`config.mk`:
```
export PLATFORM = sky130hd
export DESIGN_NAME = timer_controller
export DESIGN_NICKNAME = d
export VERILOG_FILES = /design/src/rtl/timer_pkg.sv /design/src/rtl/timer_controller_prescaler.sv /design/src/rtl/timer_controller.sv
export SDC_FILE = /design/constraint.sdc
export NUM_CORES = 1
export LEC_CHECK = 0
export ABC_AREA = 1
export CAP_MARGIN = 20
export CORE_UTILIZATION = 55
export CTS_CLUSTER_DIAMETER = 30
export DETAILED_ROUTE_END_ITERATION = 8
export GPL_ROUTABILITY_DRIVEN = 0
export GPL_TIMING_DRIVEN = 0
export PLACE_DENSITY = 0.84
export SLEW_MARGIN = 20
export SYNTH_ARGS = -nofsm -noshare
export SYNTH_HDL_FRONTEND = slang
export SYNTH_SLANG_ARGS = --single-unit
```
`constraint.sdc`:
```
create_clock -name clock -period 3.3 [get_ports clock]
set_clock_uncertainty 0.1 [all_clocks]
set_input_delay 0.66 -clock clock [delete_from_list [all_inputs] [get_ports clock]]
set_output_delay 0.66 -clock clock [all_outputs]
set_load 0.01 [all_outputs]
```
`src/rtl/timer_pkg.sv`:
```
// Shared state encoding for timer_controller and anything decoding its state_o output.
package timer_pkg;

  typedef enum logic [1:0] {
    IDLE  = 2'd0,
    RUN   = 2'd1,
    PAUSE = 2'd2,
    DONE  = 2'd3
  } timer_state_t;

  localparam logic [1:0] STATE_IDLE  = 2'd0;
  localparam logic [1:0] STATE_RUN   = 2'd1;
  localparam logic [1:0] STATE_PAUSE = 2'd2;
  localparam logic [1:0] STATE_DONE  = 2'd3;

  function automatic logic is_active(input timer_state_t s);
    return (s == RUN) || (s == PAUSE);
  endfunction

endpackage

```
`src/rtl/timer_controller_prescaler.sv`:
```
// Clock prescaler: tick is high on the last phase of every DIV enabled cycles.
// The phase only advances while en is high, so a paused run resumes in the same phase.
module prescaler #(
  parameter int DIV = 1
) (
  input  logic clock,
  input  logic reset,
  input  logic clr,
  input  logic en,
  output logic tick
);

  localparam int W = (DIV > 1) ? $clog2(DIV) : 1;
  localparam logic [W-1:0] LAST = W'(DIV - 1);

  logic [W-1:0] phase_reg;

  // Ungated so the controller can combine it with its own enable without a comb loop.
  assign tick = (phase_reg == LAST);

  always_ff @(posedge clock) begin
    if (reset) begin
      phase_reg <= '0;
    end else if (clr) begin
      phase_reg <= '0;
    end else if (en) begin
      phase_reg <= (phase_reg == LAST) ? '0 : phase_reg + 1'b1;
    end
  end

endmodule

```
`src/rtl/timer_controller.sv`:
```
// Programmable one-shot timer around an N-bit up-counter with prescaler, hold and abort.
// Define TIMER_AUTORELOAD_EN to add the periodic input (auto-reload on terminal tick).
module timer_controller
  import timer_pkg::*;
#(
  parameter int N   = 8,
  parameter int DIV = 1
) (
  input  logic         clock,
  input  logic         reset,
  input  logic         start,
  input  logic [N-1:0] period_in,
  input  logic         hold,
  input  logic         abort,
`ifdef TIMER_AUTORELOAD_EN
  input  logic         periodic,
`endif
  output logic [N-1:0] count,
  output logic         busy,
  output logic         done,
  output logic [1:0]   state_o
);

  timer_state_t state_reg, state_next;
  logic [N-1:0] count_reg, count_next;
  logic [N-1:0] period_reg, period_next;
  logic         done_reg, done_next;
  logic         presc_clr, presc_en, tick;
  logic         load_ok, terminal, reload;

  prescaler #(.DIV(DIV)) u_prescaler (
    .clock (clock),
    .reset (reset),
    .clr   (presc_clr),
    .en    (presc_en),
    .tick  (tick)
  );

`ifdef TIMER_AUTORELOAD_EN
  assign reload = periodic;
`else
  assign reload = 1'b0;
`endif

  assign load_ok  = start && (period_in != '0);
  assign terminal = (count_reg == period_reg - 1'b1);

  always_comb begin
    state_next  = state_reg;
    count_next  = count_reg;
    period_next = period_reg;
    done_next   = 1'b0;
    presc_clr   = 1'b0;
    presc_en    = 1'b0;
    case (state_reg)
      IDLE, DONE: begin
        if (abort) begin
          state_next = IDLE;
          count_next = '0;
          presc_clr  = 1'b1;
        end else if (load_ok) begin
          state_next  = RUN;
          period_next = period_in;
          count_next  = '0;
          presc_clr   = 1'b1;
        end
      end
      RUN: begin
        if (abort) begin
          state_next = IDLE;
          count_next = '0;
          presc_clr  = 1'b1;
        end else if (hold) begin
          state_next = PAUSE;
        end else begin
          presc_en = 1'b1;
          if (tick) begin
            if (terminal) begin
              done_next = 1'b1;
              if (reload) count_next = '0;
              else        state_next = DONE;
            end else begin
              count_next = count_reg + 1'b1;
            end
          end
        end
      end
      PAUSE: begin
        if (abort) begin
          state_next = IDLE;
          count_next = '0;
          presc_clr  = 1'b1;
        end else if (!hold) begin
          state_next = RUN;
        end
      end
      default: begin
        state_next = IDLE;
        count_next = '0;
        presc_clr  = 1'b1;
      end
    endcase
  end

  always_ff @(posedge clock) begin
    if (reset) begin
      state_reg  <= IDLE;
      count_reg  <= '0;
      period_reg <= '0;
      done_reg   <= 1'b0;
    end else begin
      state_reg  <= state_next;
      count_reg  <= count_next;
      period_reg <= period_next;
      done_reg   <= done_next;
    end
  end

  assign count   = count_reg;
  assign done    = done_reg;
  assign busy    = is_active(state_reg);
  assign state_o = state_reg;

endmodule

```
After elaboration in Yosys (flattened, before gate mapping)
Index checks and enable logic that the tools add are counted.
W data, S select, Z words.
{"block": "totals", "register_bits": 20, "latchBits": 0, "mem_bits_rw": 0, "mem_bits_ro": 0, "inputBits": 13, "out_inout_bits": 12, "elab_cells": 59, "n_memories": 0}
{"block": "op_classes", "add_sub_neg": 3, "mul": 0, "div_mod_pow": 0, "order_cmp": 0, "n_eq_ne": 12, "shifts": 0, "mux": 26, "bitwise": 2, "reduce_logical": 11}
{"operator": "$mux W8", "count": 7}
{"operator": "$pmux W8 S3", "count": 1}
{"operator": "$mux W2", "count": 8}
{"operator": "$ne A3 B3 Y1 const B", "count": 5}
{"operator": "$add A8 B1 Y8 const B", "count": 1}
{"operator": "$eq A8 B8 Y1", "count": 1}
{"operator": "$mux W1", "count": 8}
{"operator": "$ne A4 B4 Y1 const B", "count": 2}
{"operator": "$reduce_bool A8 Y1", "count": 1}
{"operator": "$sub A8 B1 Y8 const B", "count": 1}
{"operator": "$pmux W2 S3", "count": 1}
{"operator": "$reduce_or A2 Y1", "count": 3}
{"operator": "$reduce_and A5 Y1", "count": 1}
{"operator": "$reduce_or A5 Y1", "count": 1}
{"operator": "$eq A2 B2 Y1 const B", "count": 2}
{"operator": "$reduce_and A4 Y1", "count": 1}
{"operator": "$reduce_and A3 Y1", "count": 1}
{"operator": "$eq A2 B1 Y1 const B", "count": 1}
{"operator": "$logic_not A2 Y1", "count": 1}
{"operator": "$ne A2 B2 Y1 const B", "count": 1}
{"operator": "$not A1 Y1", "count": 2}
{"operator": "$pmux W1 S2", "count": 1}
{"operator": "$add A1 B1 Y1 const B", "count": 1}
{"operator": "$logic_and A1 B1 Y1", "count": 1}
{"operator": "$logic_or A1 B1 Y1", "count": 1}

Longest topological paths before layout
{"block": "logic_depth", "ltp_word": 7, "ltp_mapped": 16, "ltp_nobuf": 16}

Modules after synthesis
From an unflattened synthesis, not the netlist that was laid out.
{"block": "hier_totals", "cells_unflattened": 203, "area_unflattened_um2": 1291.2}
{"mod": "timer_controller", "instances": 1, "cells_each": 201, "area_each_um2": 1280.0, "seq_area_each_um2": 380.4}
{"mod": "prescaler", "instances": 1, "cells_each": 2, "area_each_um2": 11.3, "seq_area_each_um2": 0.0}

Least setup slack after synthesis
Ideal clock, no wire load.
{"block": "synth_timing", "kind": "flip-flop to flip-flop", "start": "reg period_reg[0]", "end": "reg count_reg[1], in the netlist count[1]", "setup_time_ns": 0.119, "arrival_time_ns": 1.583, "required_time_ns": 3.081, "path_slack_ns": 1.499, "stages_incl_launch_ff": 17, "n_path_buf": 0, "synth_period_minus_slack_ns": 1.801, "cell_sequence": "dfxtp_1 > inv_1 > ha_1 > inv_1 > nand2_1 > nand2_1 > nand2_1 > nor2_1 > nand3_1 > nor2_2 > nand2_2 > nand2_2 > nand2_4 > nand2_4 > nand2_1 > nand2_1 > nor2_1"}
{"block": "synth_via", "elab_chain_cells": 4}
{"element": "start, declared", "line": "timer_controller.sv:26", "rtl": "logic [N-1:0] period_reg, period_next;"}
{"element": "start signal, assigned", "line": "timer_controller.sv:114", "rtl": "period_reg <= period_next;"}
{"element": "$sub A8 B1 Y8", "line": "timer_controller.sv:46", "rtl": "assign terminal = (count_reg == period_reg - 1'b1);"}
{"element": "$eq A8 B8 Y1", "line": "timer_controller.sv:46"}
{"element": "$ne A3 B3 Y1 (no source line)"}
{"element": "$reduce_and A5 Y1 (no source line)"}
{"element": "end signal, assigned", "line": "timer_controller.sv:113", "rtl": "count_reg <= count_next;"}
{"element": "end, declared", "line": "timer_controller.sv:25", "rtl": "logic [N-1:0] count_reg, count_next;"}
No other way between the ends.
A chain may end at the register's enable or synchronous reset.

Worst setup path after layout
{"block": "layout_timing", "start": "reg state_reg[0], in the netlist state_o[0]", "end": "out busy"}
{"block": "layout_via", "elab_chain_cells": 2, "word_cells_on_any_way": 3, "classes_between": "eq/ne (2); reduce/logical (1)"}
{"element": "start, declared", "line": "timer_controller.sv:24", "rtl": "timer_state_t state_reg, state_next;"}
{"element": "start signal, assigned", "line": "timer_controller.sv:112", "rtl": "state_reg <= state_next;"}
{"element": "$eq A2 B1 Y1 or $eq A2 B2 Y1 (tied branches)", "line": "timer_pkg.sv:17", "rtl": "return (s == RUN) || (s == PAUSE);"}
{"element": "$logic_or A1 B1 Y1 (*)", "line": "timer_pkg.sv:17"}
{"element": "end, declared", "line": "timer_controller.sv:19", "rtl": "output logic busy,"}
Every way passes the cells marked *; elsewhere a longest branch is shown, timed or not.

==> qor.json <==
{
  "cell_at_the_root_of_the_clock_tree": "sky130_fd_sc_hd__clkbuf_4",
  "drt_iter0_markers": 34,
  "reg2reg_slack_ns": 1.21,
  "worst_r2r_startpoint": "period_reg[0]",
  "synth.most_common_cell": "sky130_fd_sc_hd__nand2_1",
  "cts_setup_buffers": 0,
  "post-route-period-util_pct": 72.7,
  "grt_first_pass_wirelength_mm": 5.05,
  "num_rows": 16,
  "post_synthesis_mean_instance_area_um2": 6.25,
  "final_nets": 245,
  "netlist_area_before_placement_mm2": 0.00126,
  "globalRouteTotalUtil_pct": 26.1,
  "wire_per_inst_um": 12.0,
  "hp-class": "reg2reg",
  "number_of_buffers_added_to_fix_hold_violations_after_cts": 0,
  "ant_nets": 0,
  "final-max-slew-violation-count": 0,
  "worst_slew_margin_rel_pct": 68.3,
  "hold_viol_final": 0,
  "ys.warnings.count": 0,
  "netlist_top_cells_count": "sky130_fd_sc_hd__nand2_1, sky130_fd_sc_hd__inv_1, sky130_fd_sc_hd__nor2_1",
  "setup.worst_path.end_class": "output pin",
  "cts-resized-gates": 0,
  "grt_max_degree": 11,
  "numClockSinks": 19,
  "synth_edf_count": 0,
  "grt_total_ovfl": 0,
  "post_route_cells_drive_above_1_share_pct": 7.05,
  "cp_cell_sequence": "inv_1, ha_1, inv_1, clkdlybuf4s50_1",
  "setup.worst_path.class": "reg2out",
  "die-height_um": 49.8,
  "asyncSetResetFlopFracSynth_pct": 0,
  "drc_violations": 0,
  "io_pins": 25,
  "finalSetupViolations": 0,
  "route.final.wire_length_mm": 3.06,
  "antenna_violations_before_repair": 0,
  "worst_slew_pin_slew_ns": 0.473,
  "floorplan.die_area_mm2": 0.00248,
  "cts_buffers": 3,
  "cellLeakagePower_nw": 0.664,
  "synth_sequential_area_ratio_pct": 30.3,
  "worst_path_max_delay_cell": "sky130_fd_sc_hd__clkdlybuf4s50_1",
  "p_total_mw": 0.527,
  "synthFlopType": "sky130_fd_sc_hd__dfxtp_1",
  "clock_latency_ns": 0.30,
  "insertedDiodeCount": 0,
  "synth.largest_area_cell": "sky130_fd_sc_hd__dfxtp_1",
  "post_synth_num_cell_types": 25,
  "timing.fmax_mhz": 417,
  "crit_top_cell": "sky130_fd_sc_hd__inv_1",
  "worst-r2r-cell-count": 15,
  "clock_transition_at_path_regs_ns": 0.11,
  "synth.top_cells.by_area": "sky130_fd_sc_hd__dfxtp_1, sky130_fd_sc_hd__nand2_1, sky130_fd_sc_hd__inv_1, sky130_fd_sc_hd__nand3_1, sky130_fd_sc_hd__nor2_1",
  "synthToLayoutAreaGrowth_pct": 22.3,
  "critical_path.max_stage_delay_ns": 0.53,
  "postSynthRegisterBits": 19,
  "first_global_vias": 1183,
  "endpoint": "busy",
  "power.density_mw_per_mm2": 343,
  "fillers": 177,
  "synthesis.nets": 218,
  "post_synth_inst_count": 201,
  "timing.critical_path.from": "state_o[0]",
  "setup_tns_ns": 0,
  "fin_crit_ns": 2.40,
  "floorplan.initialDensity_pct": 60.9,
  "dr_total_vias": 1341,
  "drt-vias-per-instance": 5.28,
  "worst_r2r_endpoint": "count[0]",
  "dp_hpwl_mm": 2.35,
  "cts-root-to-sink-buffers": 2,
  "critical_path_arrival_ns": 1.64,
  "required_time_reported_for_the_critical_path_endpoint_ns": 2.54,
  "post-synth-top-area-fraction_pct": 30.3,
  "cap_violations": 0,
  "grt_setup_unrepaired": "false",
  "cts_htree_levels": 1,
  "worstPathMaxFanout": 4,
  "die_x_um": 49.8,
  "portBuffers": 22,
  "core_mm2": 0.00206,
  "cts_tree": "built",
  "drt_first_pass_iters": 4,
  "irDropWorstVdd_mv": 0.272,
  "critPathLaunchType": "register",
  "run_status": "finished clean"
}
metrics by stage:
| step | utilization [%] | hold WS (ns) | setup slack [ns] | area, um^2 | std cells |
|---|---|---|---|---|---|
| floorplan | - | 0.335 | 1.50 | 1260 | 201 |
| global placement | 73.2 | 0.354 | 0.944 | 1510 | 250 |
| detailed placement | 73.2 | 0.366 | 0.909 | 1510 | 250 |
| CTS | 74.5 | 0.382 | 0.902 | 1540 | 254 |
| global route | 74.5 | 0.405 | 0.837 | 1540 | 254 |
| finish | 74.5 | 0.381 | 0.901 | 1540 | 254 |
worst max-delay path, delay by kind of cell, from the launching register on:
| kind | cells | cell delay (ns) |
|---|---|---|
| adders and majority gates | 1 | 0.28 |
| buffers and inverters | 3 | 0.66 |
| DFF | 1 | 0.40 |
where the power goes:
group / total, mW / leakage (nW) / switching [mW] / internal, mW
sequential: 0.253 / 0.155 / 0.0111 / 0.241
clock: 0.121 / 0.0150 / 0.0742 / 0.0472
combinational: 0.153 / 0.494 / 0.0914 / 0.0613
routing by layer:
layer | up-vias | GRT usage, % | wire (um)
met5 | - | 0 | 0
met4 | 0 | 7.14 | 46
met3 | 6 | 3.70 | 70
met2 | 25 | 44.1 | 1450
met1 | 611 | 34.3 | 1490
li1 | 699 | - | -
cell families (layout without fill, tap and decap cells):
kind of cell / count (synthesis) / in the layout / share of synthesized area, %
buf+inv: 33 / 59 / 10.3
simple gates: 109 / 109 / 38.5
xor+xnor: 5 / 5 / 3.49
flops: 19 / 19 / 30.3
fa+ha+maj: 4 / 4 / 3.98
compound gates: 31 / 31 / 13.4
cell type report:
cell class              count  area, um^2  share of cell area [%]
clock buffers               4        26.3                    1.71
inverters                  30         113                    7.33
repair buffers             22         220                    14.3
flip-flops and latches     19         380                    24.8
plain buffers               3        16.3                    1.06
multi-input cells         149         747                    48.6
well taps                  27        33.8                    2.20
cell usage in the layout (no fill, tap or decap), drive strengths merged, types with 6 or more instances in the layout:
master / instances
inv: 29
nand2: 54
o21ai: 12
nand3: 19
clkbuf: 6
clkdlybuf4s50: 22
nor2: 26
a21oi: 17
dfxtp: 19
worst min path at each step:
stage                             start       endpoint  slack (ns)  cells after the start
after global placement    period_reg[7]  period_reg[7]        0.35                      2
after CTS                 period_reg[7]  period_reg[7]        0.38                      2
after floorplan           period_reg[7]  period_reg[7]        0.34                      2
after global routing      period_reg[7]  period_reg[7]        0.41                      2
after detailed placement  period_reg[7]  period_reg[7]        0.37                      2
final                     period_reg[7]  period_reg[7]        0.38                      2
Power figures use the tool's default switching activity.
